==> src/rtl/imem_boot_loader.sv <==
// Boot loader: receives a framed byte stream, writes little-endian words into
// instruction RAM and holds the CPU in reset until a checksum-verified image is loaded.
module imem_boot_loader #(
  parameter int unsigned ADDR_W = 8,
  parameter logic [7:0]  MAGIC  = 8'hA5
) (
  input  logic              clk,
  input  logic              rst_n,
  input  logic [7:0]        rx_data,
  input  logic              rx_valid,
  output logic              rx_ready,
  input  logic              skip,
  input  logic              reload,
  output logic              imem_we,
  output logic [ADDR_W-1:0] imem_waddr,
  output logic [31:0]       imem_wdata,
  output logic              cpu_rst_n,
  output logic              busy,
  output logic              done,
  output logic              err
);

  typedef enum logic [2:0] {
    S_WAIT_MAGIC,
    S_CNT_LO,
    S_CNT_HI,
    S_DATA,
    S_WRITE,
    S_CHECK,
    S_RUN
  } state_e;

  localparam logic [16:0] DEPTH = 17'(2 ** ADDR_W);

  state_e            state_q, state_d;
  logic [7:0]        cnt_lo_q, cnt_lo_d;
  logic [ADDR_W-1:0] cnt_last_q, cnt_last_d;
  logic [ADDR_W-1:0] word_cnt_q, word_cnt_d;
  logic [1:0]        byte_idx_q, byte_idx_d;
  logic [31:0]       word_q, word_d;
  logic [7:0]        csum_q, csum_d;
  logic              err_q, err_d;
  logic [ADDR_W-1:0] waddr_q, waddr_d;
  logic [31:0]       wdata_q, wdata_d;
  logic              run_q, run_d;

  logic              byte_fire;
  logic              lane_fire;
  logic [16:0]       count_full;
  logic              count_bad;

  assign byte_fire  = rx_valid && rx_ready;
  assign lane_fire  = byte_fire && (state_q == S_DATA);
  assign count_full = {1'b0, rx_data, cnt_lo_q};
  assign count_bad  = (count_full == 17'd0) || (count_full > DEPTH);

  // Each incoming data byte lands in the lane selected by the byte index (LSB first).
  for (genvar gi = 0; gi < 4; gi++) begin : g_lane
    assign word_d[8*gi +: 8] = (lane_fire && (byte_idx_q == 2'(gi))) ? rx_data
                                                                     : word_q[8*gi +: 8];
  end

  // State register
  always_ff @(posedge clk or negedge rst_n) begin
    if (!rst_n) begin
      state_q <= S_WAIT_MAGIC;
    end else begin
      state_q <= state_d;
    end
  end

  // Next-state logic
  always_comb begin
    state_d = state_q;
    case (state_q)
      S_WAIT_MAGIC: begin
        if (byte_fire) begin
          if (rx_data == MAGIC) state_d = S_CNT_LO;
        end else if (skip) begin
          state_d = S_RUN;
        end
      end
      S_CNT_LO: if (byte_fire) state_d = S_CNT_HI;
      S_CNT_HI: if (byte_fire) state_d = count_bad ? S_WAIT_MAGIC : S_DATA;
      S_DATA:   if (byte_fire && (byte_idx_q == 2'd3)) state_d = S_WRITE;
      S_WRITE:  state_d = (word_cnt_q == cnt_last_q) ? S_CHECK : S_DATA;
      S_CHECK:  if (byte_fire) state_d = (rx_data == csum_q) ? S_RUN : S_WAIT_MAGIC;
      S_RUN:    if (reload) state_d = S_WAIT_MAGIC;
      default:  state_d = S_WAIT_MAGIC;
    endcase
  end

  // State-decoded outputs; rx_ready is forced low while reset is asserted.
  always_comb begin
    rx_ready = 1'b0;
    imem_we  = 1'b0;
    busy     = 1'b1;
    case (state_q)
      S_WAIT_MAGIC, S_CNT_LO, S_CNT_HI, S_DATA, S_CHECK: rx_ready = rst_n;
      S_WRITE: imem_we = 1'b1;
      S_RUN:   busy    = 1'b0;
      default: ;
    endcase
  end

  assign imem_waddr = waddr_q;
  assign imem_wdata = wdata_q;
  assign cpu_rst_n  = run_q;
  assign done       = run_q;
  assign err        = err_q;

  always_comb begin
    cnt_lo_d   = cnt_lo_q;
    cnt_last_d = cnt_last_q;
    word_cnt_d = word_cnt_q;
    byte_idx_d = byte_idx_q;
    csum_d     = csum_q;
    err_d      = err_q;
    waddr_d    = waddr_q;
    wdata_d    = wdata_q;
    case (state_q)
      S_WAIT_MAGIC: begin
        if (byte_fire && (rx_data == MAGIC)) begin
          err_d      = 1'b0;
          csum_d     = 8'd0;
          word_cnt_d = '0;
          byte_idx_d = 2'd0;
        end
      end
      S_CNT_LO: if (byte_fire) cnt_lo_d = rx_data;
      S_CNT_HI: begin
        if (byte_fire) begin
          if (count_bad) err_d = 1'b1;
          else           cnt_last_d = ADDR_W'(count_full - 17'd1);
        end
      end
      S_DATA: begin
        if (byte_fire) begin
          csum_d     = csum_q ^ rx_data;
          byte_idx_d = byte_idx_q + 2'd1;
          // Present the finished word on the write port during the WRITE cycle.
          if (byte_idx_q == 2'd3) begin
            waddr_d = word_cnt_q;
            wdata_d = word_d;
          end
        end
      end
      S_WRITE: begin
        word_cnt_d = word_cnt_q + ADDR_W'(1);
        byte_idx_d = 2'd0;
      end
      S_CHECK: if (byte_fire && (rx_data != csum_q)) err_d = 1'b1;
      default: ;
    endcase
  end

  assign run_d = (state_d == S_RUN);

  always_ff @(posedge clk or negedge rst_n) begin
    if (!rst_n) begin
      cnt_lo_q   <= 8'd0;
      cnt_last_q <= '0;
      word_cnt_q <= '0;
      byte_idx_q <= 2'd0;
      word_q     <= 32'd0;
      csum_q     <= 8'd0;
      err_q      <= 1'b0;
      waddr_q    <= '0;
      wdata_q    <= 32'd0;
      run_q      <= 1'b0;
    end else begin
      cnt_lo_q   <= cnt_lo_d;
      cnt_last_q <= cnt_last_d;
      word_cnt_q <= word_cnt_d;
      byte_idx_q <= byte_idx_d;
      word_q     <= word_d;
      csum_q     <= csum_d;
      err_q      <= err_d;
      waddr_q    <= waddr_d;
      wdata_q    <= wdata_d;
      run_q      <= run_d;
    end
  end

endmodule

==> config.mk <==
export PLATFORM = sky130hd
export DESIGN_NAME = imem_boot_loader
export DESIGN_NICKNAME = d
export VERILOG_FILES = /design/src/rtl/imem_boot_loader.sv
export SDC_FILE = /design/constraint.sdc
export NUM_CORES = 1
export LEC_CHECK = 0
export CAP_MARGIN = 20
export CELL_PAD_IN_SITES_DETAIL_PLACEMENT = 0
export CELL_PAD_IN_SITES_GLOBAL_PLACEMENT = 1
export CORE_MARGIN = 5
export CORE_UTILIZATION = 40
export DETAILED_ROUTE_END_ITERATION = 12
export PLACE_DENSITY_LB_ADDON = 0.1
export SLEW_MARGIN = 40
export SYNTH_ARGS = -nofsm -noshare
export SYNTH_HDL_FRONTEND = slang
export SYNTH_SLANG_ARGS = --single-unit
==> constraint.sdc <==
create_clock -name clk -period 5.4 [get_ports clk]
set_input_delay 1.08 -clock clk [delete_from_list [all_inputs] [get_ports clk]]
set_output_delay 1.08 -clock clk [all_outputs]
set_load 0.1 [all_outputs]
==> results.json, run 1 <==
{
  "cts_max_level": 3,
  "path_clk_slew_ps": 70,
  "synth_cells": 417,
  "power.total_mw": 2.280,
  "fin_crit_ps": 3556,
  "preCtsSetupSlack_ps": 1446,
  "gp_congestion": 0.7985,
  "tightest_slew_ps": 751.5,
  "grt_max_degree": 69,
  "drc": 0,
  "nNetsFinal": 487,
  "ff2ff_setup_slack_ps": 3000,
  "p_int_mw": 1.474,
  "rows": 39,
  "max_freq_ghz": 0.2812,
  "grt-ovfl-total": 0,
  "synth_fa_ha_area_frac": 0.01899,
  "drv_cap": 0,
  "dpl.hpwl_um": 7220,
  "vias_per_cell": 5.124,
  "synth_edf_count": 0,
  "drt_first_pass_iters": 4,
  "fp.dieW_um": 117.4,
  "status": "complete, no violations",
  "cts_root_buffer": "clkbuf_16",
  "synth-seq-cells": 103,
  "synth_compound_area_frac": 0.07730,
  "place_inst": 599,
  "syn_to_final_growth_pct": 16.11,
  "synthArstFlopShare": 1.000,
  "wirelength_um": 10430,
  "ir_drop_mv": 0.2464,
  "fin_crit_sh": 0.6585,
  "cts_setup_buffers": 0,
  "yosysWarnings": 0,
  "setup_viol": 0,
  "r2r_start": "cnt_lo_q[5]$_DFFE_PN0P_",
  "hold_viol": 0,
  "clk_latency_ps": 350,
  "yosys.area_share.simple": 0.1378,
  "muxShareOfSynthArea": 0.1364,
  "diodes": 0,
  "synth-xor-area-share": 0.03987,
  "crit_start": "rx_data[4]",
  "required_ps": 5640,
  "io_pins": 59,
  "critPathCapture": "cnt_last_q[0]$_DFFE_PN0P_",
  "end_kind": "register",
  "critPathArrivalTime_ps": 3790,
  "grt_pass1_vias": 3376,
  "cts_tree": "done",
  "rr_worst_depth": 4,
  "path_max_fanout": 15,
  "p_seq_frac": 0.472,
  "ys_seq_area_frac": 0.5587,
  "netSwitchingPower_uw": 805.9,
  "coreArea_mm2": 0.01137,
  "cts_resized": 0,
  "drv_slew": 0,
  "die_h_um": 117.4,
  "stdcell_count": 615,
  "drt-initial-drc-count": 157,
  "synth_top_family_by_area": "simple AND/OR/NAND/NOR gates",
  "p_per_area_mw_per_mm2": 425.7,
  "switching_share": 0.3534,
  "start_util": 0.4057,
  "finalWorstSetupSlack_ps": 1844,
  "combPwrFrac": 0.254,
  "avgSynthCellArea_um2": 11.06,
  "p_clk_frac": 0.274,
  "synth.net_count": 437,
  "grtUsageTotal": 0.1609,
  "ant_nets": 0,
  "ys.flop_type": "dfrtp_1",
  "hold_class": "register to register",
  "dieArea_mm2": 0.01378,
  "p_leak_nw": 2.663,
  "setup.worst_path.start_class": "input port",
  "r2r-end": "cnt_last_q[0]$_DFFE_PN0P_",
  "finalSetupTns_ps": 0,
  "slew_headroom": 0.4952,
  "cts_buffers": 9,
  "fin_worst_skew_ps": 9.075,
  "rsz0062_at_grt": "no",
  "syn-cell-area_mm2": 0.004613,
  "grt_pass1_wl_um": 17830,
  "nFillCells": 1085,
  "netlist-cell-type-count": 45,
  "cts_max_path_buffers": 2,
  "drive_above_1_share": 0.2669,
  "hold_buffers": 0,
  "port_buffers": 58,
  "clock_sinks": 103,
  "routedWlPerCell_um": 16.95,
  "path_class": "input port to register",
  "vias": 3151,
  "antenna_found_initial": 0
}
[flip-flops by register name, summed over array words and instances, names as in the netlist]
| register | cells |
|---|---|
| imem_wdata | 32 |
| word_q | 24 |
| cnt_last_q | 8 |
| cnt_lo_q | 8 |
| csum_q | 8 |
| imem_waddr | 8 |
| word_cnt_q | 8 |
| state_q | 3 |
| byte_idx_q | 2 |
| cpu_rst_n | 1 |
| err | 1 |
[Yosys cell counts (2+ instances only)]
cell type  number  area share
a21oi_1        11       0.012
a221o_1         2      0.0043
a31oi_1         5      0.0068
and3_1          3      0.0041
and3b_1         2      0.0038
buf_1           3      0.0024
buf_2           3      0.0033
buf_6           2      0.0049
clkbuf_1       15       0.012
dfrtp_1       103        0.56
ha_1            7       0.019
inv_1           7      0.0057
mux2_2         55        0.13
nand2_1        79       0.064
nand2b_1        2      0.0027
nand3_1         5      0.0054
nand4_1         6      0.0081
nor2_1         22       0.018
nor2b_1         2      0.0027
nor3_1          5      0.0054
nor4_1          4      0.0054
o211ai_1        2      0.0033
o21ai_0        28       0.030
o31ai_1         3      0.0049
or4_4           2      0.0049
xnor2_1        11       0.021
xor2_1         10       0.019
[area by class of cell]
| cell class | instances | area, µm² | share of cell area |
|---|---|---|---|
| Sequential cell | 103 | 2577 | 0.4812 |
| Timing Repair Buffer | 63 | 389.1 | 0.07265 |
| Multi-Input combinational cell | 282 | 1899 | 0.3546 |
| Clock inverter | 5 | 38.79 | 0.007241 |
| Inverter | 8 | 30.03 | 0.005606 |
| Clock buffer | 11 | 242.7 | 0.04532 |
| Tap cell | 143 | 178.9 | 0.03340 |
[kinds of logic after synthesis]
logic type                 after synthesis
and+or+nand+nor                        138
xor gates and xnor gates                21
AOI/OAI and AO/OA                       60
muxes                                   56
adders and majority gates                7
DFF                                    103
buffers and inverters                   32
[how the worst min path moves through the flow]
stage	cells past startpoint	slack (ps)	startpoint	end
final	2	470	imem_waddr[3]$_DFFE_PN0P_	imem_waddr[3]$_DFFE_PN0P_
after detailed placement	2	460	imem_waddr[3]$_DFFE_PN0P_	imem_waddr[3]$_DFFE_PN0P_
after floorplan	1	470	csum_q[0]$_DFFE_PN0P_	csum_q[0]$_DFFE_PN0P_
after CTS	2	480	imem_waddr[3]$_DFFE_PN0P_	imem_waddr[3]$_DFFE_PN0P_
after global placement	2	460	imem_waddr[2]$_DFFE_PN0P_	imem_waddr[2]$_DFFE_PN0P_
after global routing	1	500	word_q[22]$_DFF_PN0_	word_q[22]$_DFF_PN0_
[metal layers]
| metal | vias to the layer above | global-route usage | wire [µm] |
|---|---|---|---|
| li1 | 1537 | - | - |
| met1 | 1541 | 0.2139 | 4875 |
| met2 | 62 | 0.2514 | 4951 |
| met3 | 11 | 0.05727 | 462 |
| met4 | 0 | 0.03988 | 136 |
| met5 | - | 0 | 0 |
[power by group through the flow]
stage	logic (mW)	clock network [mW]	registers [mW]
after global routing	0.650	0.680	1.11
after floorplan	0.454	0	1.05
final	0.580	0.624	1.08
after CTS	0.586	0.646	1.08
after global placement	0.588	0	1.09
after detailed placement	0.583	0	1.09
[stage by stage]
stage | area [µm²] | util | hold WS (ps)
floorplan | 4613 | - | 466.4
global placement | 5295 | 0.4657 | 457.2
detailed placement | 5069 | 0.4458 | 460.6
CTS | 5350 | 0.4706 | 476.1
global route | 5356 | 0.4711 | 504.5
finish | 5356 | 0.4711 | 467.9
[critical path: stages]
cell	delay, ps
clkdlybuf4s50_1	590
or4_4	610
or4_4	450
nor4_4	650
mux2_2	400
[placed cells by master, fill, tap and decap left out, types with 2 or more instances in the layout]
master and instances:
xnor2_1 11, nor3_1 5, nor2b_1 2, and3b_1 2, and3_1 3, clkdlybuf4s50_1 11
inv_6 2, nor4_1 4, o31ai_1 3, nand2_1 79, nand4_1 6, nand3_1 4
xor2_1 10, inv_1 7, o211ai_1 2, a221o_1 2, buf_4 5, a21oi_1 11
buf_2 46, or4_4 2, clkbuf_16 9, nor2_1 22, nand2b_1 2, o21ai_0 28
mux2_2 55, ha_1 7, dfrtp_1 103, a31oi_1 5
Power figures use the tool's default switching activity.
==> inputs of run 2 (changes only) <==
--- a/config.mk
+++ b/config.mk
@@ -9,7 +9,7 @@
 export CELL_PAD_IN_SITES_DETAIL_PLACEMENT = 0
 export CELL_PAD_IN_SITES_GLOBAL_PLACEMENT = 1
 export CORE_MARGIN = 5
-export CORE_UTILIZATION = 40
+export CORE_UTILIZATION = 39
 export DETAILED_ROUTE_END_ITERATION = 12
 export PLACE_DENSITY_LB_ADDON = 0.1
 export SLEW_MARGIN = 40
==> constraint.sdc (replaced) <==
create_clock -name clk -period 3.1 [get_ports clk]
set_input_delay 0.62 -clock clk [delete_from_list [all_inputs] [get_ports clk]]
set_output_delay 0.62 -clock clk [all_outputs]
set_load 0.1 [all_outputs]
==> run 2 against run 1 <==
Worst setup slack worse by 1400 ps. Largest power group unchanged. Combinational power up 78%. Critical endpoint is now csum_q[2]$_DFFE_PN0P_. Largest cell class unchanged. Cell count grew 2.3%. Clock skew is 0.81 ps lower. First-iteration DRC count rose by 2.5%.
==> results.json, run 2 (synthesis gave the netlist of run 1 again) <==
{
  "status": "complete, no violations",
  "diodes": 0,
  "final_common_cell": "dfrtp_1",
  "coreArea_mm2": 0.01152,
  "met2_wirelength_um": 4818,
  "port_buffers": 58,
  "finalSetupTns_ps": 0,
  "top_layer_used": "met4",
  "drc": 0,
  "p_leak_nw": 2.744,
  "setup_viol": 0,
  "setup.worst_path.start_class": "input port",
  "vias_per_cell": 5.216,
  "antenna_found_initial": 0,
  "cp_slowest_cell": "or4_4",
  "largest_reg_flops": 32,
  "cts_resized": 0,
  "drt-initial-drc-count": 161,
  "grtUsageTotal": 0.1654,
  "dpl.hpwl_um": 7594,
  "clk_latency_ps": 350,
  "grt_pass1_wl_um": 18360,
  "cpLargestDelayFamily": "compound AO/OA/AOI/OAI gates",
  "fin_worst_skew_ps": 8.270,
  "vias": 3281,
  "mostFrequentLayoutCells": "103 x dfrtp_1, 79 x nand2_1, 65 x buf_4",
  "required_ps": 3320,
  "ant_nets": 0,
  "cts_setup_buffers": 0,
  "hold_class": "input port to async pin",
  "rsz0062_at_grt": "no",
  "tightest_slew_ps": 736.1,
  "io_pins": 59,
  "grt_max_degree": 64,
  "critPathArrivalTime_ps": 2840,
  "wl_met3_um": 439,
  "critical_path_buf_inv_count": 1,
  "slew_headroom": 0.5059,
  "cts_root_buffer": "clkbuf_16",
  "cts_buffers": 9,
  "start_util": 0.4006,
  "nNetsFinal": 501,
  "slowest_delay_ps": 560,
  "hold_slack_ps": 387.1,
  "max_freq_ghz": 0.3822,
  "path_cells": "clkdlybuf4s50_1, or4_4, a2111oi_0, a21oi_1, o21ai_0, o21ai_0",
  "drv_cap": 0,
  "gp_congestion": 0.8174,
  "clock_sinks": 103,
  "grt_pass1_vias": 3418,
  "die_h_um": 118.8,
  "cts_max_level": 3,
  "drt_first_pass_iters": 4,
  "p_per_area_mw_per_mm2": 733.0,
  "fp.dieW_um": 118.8,
  "cts_tree": "done",
  "path_max_fanout": 8,
  "hold_buffers": 0,
  "rows": 39,
  "dieArea_mm2": 0.01410,
  "ir_drop_mv": 0.3195,
  "syn_to_final_growth_pct": 21.45,
  "drv_slew": 0,
  "end_kind": "register",
  "wirelength_um": 10790,
  "path_class": "input port to register",
  "nFillCells": 1085,
  "wl_met1_um": 5223,
  "routedWlPerCell_um": 17.16,
  "path_clk_slew_ps": 70,
  "drive_above_1_share": 0.2840,
  "crit_top_cell": "o21ai_0",
  "fin_crit_ps": 2616,
  "cts_max_path_buffers": 2,
  "fin_crit_sh": 0.8440,
  "grt-ovfl-total": 0,
  "hold_viol": 0
}
[run 2: path summary, 6_finish.rpt]
path                                      startpoint                        end  slack, ps  cells past startpoint
min reg2reg                imem_waddr[1]$_DFFE_PN0P_  imem_waddr[1]$_DFFE_PN0P_        470                      2
max                                       rx_data[4]      csum_q[2]$_DFFE_PN0P_        480                      6
min in group clk           imem_waddr[1]$_DFFE_PN0P_  imem_waddr[1]$_DFFE_PN0P_        470                      2
max in group asynchronous                      rst_n      csum_q[2]$_DFFE_PN0P_       1750                      3
min                                            rst_n            err$_DFFE_PN0P_        390                      2
max reg2reg                     state_q[1]$_DFF_PN0_      csum_q[2]$_DFFE_PN0P_        940                      5
[run 2: worst reg2reg max path, delay by kind of cell (launching register included)]
family / cells / cell delay (ps)
AO/OA/AOI/OAI: 4 / 1240
AND/OR/NAND/NOR: 1 / 310
flip-flops: 1 / 480
[run 2: area by class of cell]
class / instances / area, µm² / share of cell area
Multi-Input combinational cell: 282 / 1893 / 0.3379
Tap cell: 143 / 178.9 / 0.03193
Clock buffer: 11 / 232.7 / 0.04154
Inverter: 8 / 30.03 / 0.005360
Timing Repair Buffer: 77 / 609.3 / 0.1088
Sequential cell: 103 / 2577 / 0.4600
Clock inverter: 5 / 81.33 / 0.01452
[run 2: per-layer routing]
layer  vias to the layer above  track usage
met4                         0      0.07893
met3                        20      0.02913
met2                        90       0.2540
met1                      1601       0.2274
li1                       1570            -
met5                         -            0
[run 2: report_power, final]
| group | switching [mW] | leakage (nW) | internal, mW |
|---|---|---|---|
| logic | 0.613 | 1.21 | 0.412 |
| clock network | 0.502 | 0.150 | 0.710 |
| registers | 0.264 | 1.38 | 1.60 |
| total | 1.38 | 2.74 | 2.73 |
[run 2: stage by stage]
| step | cells | util | instance area, µm² | setup WS (ps) | total power [mW] |
|---|---|---|---|---|---|
| 6_report | 629 | 0.4865 | 5603 | 483.6 | 4.107 |
| 5_1_grt | 629 | 0.4865 | 5603 | 279.7 | 4.372 |
| 4_1_cts | 629 | 0.4862 | 5599 | 489.9 | 4.157 |
| 3_5_place_dp | 613 | 0.4589 | 5285 | 119.4 | 2.931 |
| 3_3_place_gp | 613 | 0.4589 | 5285 | 203.0 | 2.911 |
| 2_1_floorplan | 417 | - | 4613 | 261.6 | 2.630 |
==> inputs of run 3 (changes only) <==
--- a/config.mk
+++ b/config.mk
@@ -9,7 +9,7 @@
 export CELL_PAD_IN_SITES_DETAIL_PLACEMENT = 0
 export CELL_PAD_IN_SITES_GLOBAL_PLACEMENT = 1
 export CORE_MARGIN = 5
-export CORE_UTILIZATION = 39
+export CORE_UTILIZATION = 40
 export DETAILED_ROUTE_END_ITERATION = 12
 export PLACE_DENSITY_LB_ADDON = 0.1
 export SLEW_MARGIN = 40
==> constraint.sdc (replaced) <==
create_clock -name clk -period 2.5 [get_ports clk]
set_input_delay 0.5 -clock clk [delete_from_list [all_inputs] [get_ports clk]]
set_output_delay 0.5 -clock clk [all_outputs]
set_load 0.1 [all_outputs]
==> run 3 against run 2 <==
Worst hold slack got worse by 240 ps. Worst setup slack worse by 390 ps. Highest routed layer unchanged. Critical path type unchanged. Die area down 2.3%.
==> results.json, run 3 (synthesis gave the netlist of run 1 again) <==
{
  "status": "complete, no violations",
  "fin_crit_ps": 2408,
  "grt_max_degree": 51,
  "clk_latency_ps": 350,
  "fp.dieW_um": 117.4,
  "p_leak_nw": 2.774,
  "setup.worst_path.start_class": "input port",
  "gp_congestion": 0.8336,
  "fin_crit_sh": 0.9632,
  "path_clk_slew_ps": 70,
  "cts_root_buffer": "clkbuf_16",
  "dpl.hpwl_um": 7801,
  "clock_sinks": 103,
  "critPathArrivalTime_ps": 2690,
  "crit_start": "rx_data[4]",
  "seq_area_mm2": 0.002577,
  "die_h_um": 117.4,
  "slowest_delay_ps": 560,
  "cts_max_level": 3,
  "drt-initial-drc-count": 197,
  "drc": 0,
  "cts_resized": 0,
  "required_ps": 2790,
  "final_util": 0.4999,
  "nNetsFinal": 507,
  "drive_above_1_share": 0.3049,
  "vias": 3280,
  "critical_path_buf_inv_count": 1,
  "cts_tree": "done",
  "start_util": 0.4057,
  "cpLargestDelayFamily": "simple AND/OR/NAND/NOR gates",
  "drv_cap": 0,
  "path_cells": "clkdlybuf4s50_1, or4_4, or4_4, o31a_1, o221ai_1, and3b_1",
  "rows": 39,
  "mostFrequentLayoutCells": "103 x dfrtp_1, 79 x nand2_1, 67 x buf_4",
  "cts_setup_buffers": 0,
  "nFillCells": 1036,
  "hold_viol": 0,
  "port_buffers": 58,
  "wirelength_um": 10890,
  "cts_buffers": 9,
  "diodes": 0,
  "grt_pass1_vias": 3365,
  "io_pins": 59,
  "rsz0062_at_grt": "no",
  "max_freq_ghz": 0.4153,
  "setup_viol": 0,
  "finalWorstSetupSlack_ps": 92.06,
  "preCtsSetupSlack_ps": -354.8,
  "r2r_start": "cnt_lo_q[2]$_DFFE_PN0P_",
  "tightest_slew_ps": 637.5,
  "hold_class": "input port to async pin",
  "antenna_found_initial": 0,
  "hold_slack_ps": 152.0,
  "vias_per_cell": 5.165,
  "largest_reg_flops": 32,
  "path_depth": 6,
  "grtUsageTotal": 0.1660,
  "multiInputGateArea_mm2": 0.001908,
  "coreArea_mm2": 0.01137,
  "cp_slowest_cell": "or4_4",
  "final_common_cell": "dfrtp_1",
  "dpl-instance-area_mm2": 0.005385,
  "finalSetupTns_ps": 0,
  "drv_slew": 0,
  "grt_pass1_wl_um": 18360,
  "dieArea_mm2": 0.01378,
  "syn_to_final_growth_pct": 23.22,
  "path_class": "input port to register",
  "fin_worst_skew_ps": 6.685,
  "drt_first_pass_iters": 4,
  "ant_nets": 0,
  "routedWlPerCell_um": 17.16,
  "final_area_mm2": 0.005684,
  "rr_worst_depth": 4,
  "slew_headroom": 0.5750,
  "cts_max_path_buffers": 2,
  "end_kind": "register",
  "p_per_area_mw_per_mm2": 882.4,
  "hold_buffers": 0,
  "path_max_fanout": 3,
  "ir_drop_mv": 0.6329,
  "crit_top_cell": "or4_4",
  "grt-ovfl-total": 0
}
## run 3: power breakdown
part	total, mW	leakage (nW)	internal [mW]	switching [mW]
Sequential	2.31	1.38	1.99	0.319
Combinational	1.35	1.26	0.557	0.798
Clock	1.35	0.137	0.711	0.641
Total	5.02	2.77	3.26	1.76
## run 3: layer usage
metal,share of wire,GRT usage,up-vias
met1,0.46,0.2240,1628
met4,0.011,0.04423,0
met5,0,0,-
met2,0.48,0.2652,62
met3,0.040,0.04379,14
li1,-,-,1576
## run 3: stage by stage
step                cells  power (mW)
finish                635       5.016
global route          635       5.338
CTS                   635       5.066
detailed placement    619       3.694
global placement      619       3.674
floorplan             417       3.264
## run 3: final timing paths
kind                                        endpoint  slack, ps
max                              cpu_rst_n$_DFF_PN0_         90
min                        imem_waddr[7]$_DFFE_PN0P_        150
max reg2reg                cnt_last_q[0]$_DFFE_PN0P_        430
min reg2reg                imem_waddr[5]$_DFFE_PN0P_        470
max in group asynchronous        word_q[5]$_DFF_PN0_       1320
min in group clk           imem_waddr[5]$_DFFE_PN0P_        470
## run 3: final cells by class
cell class | instances | area share
tap | 143 | 0.03148
clock buffer | 11 | 0.04270
clock inverter | 5 | 0.006824
multi-input combinational | 282 | 0.3357
sequential | 103 | 0.4534
timing repair buffer | 83 | 0.1239
inverter | 8 | 0.005943
## run 3: worst register-to-register path, stage by stage (launching register included)
cell	delay (ps)
dfrtp_1	440
nor4_1	500
a31oi_1	250
nor4_4	400
mux2_2	370
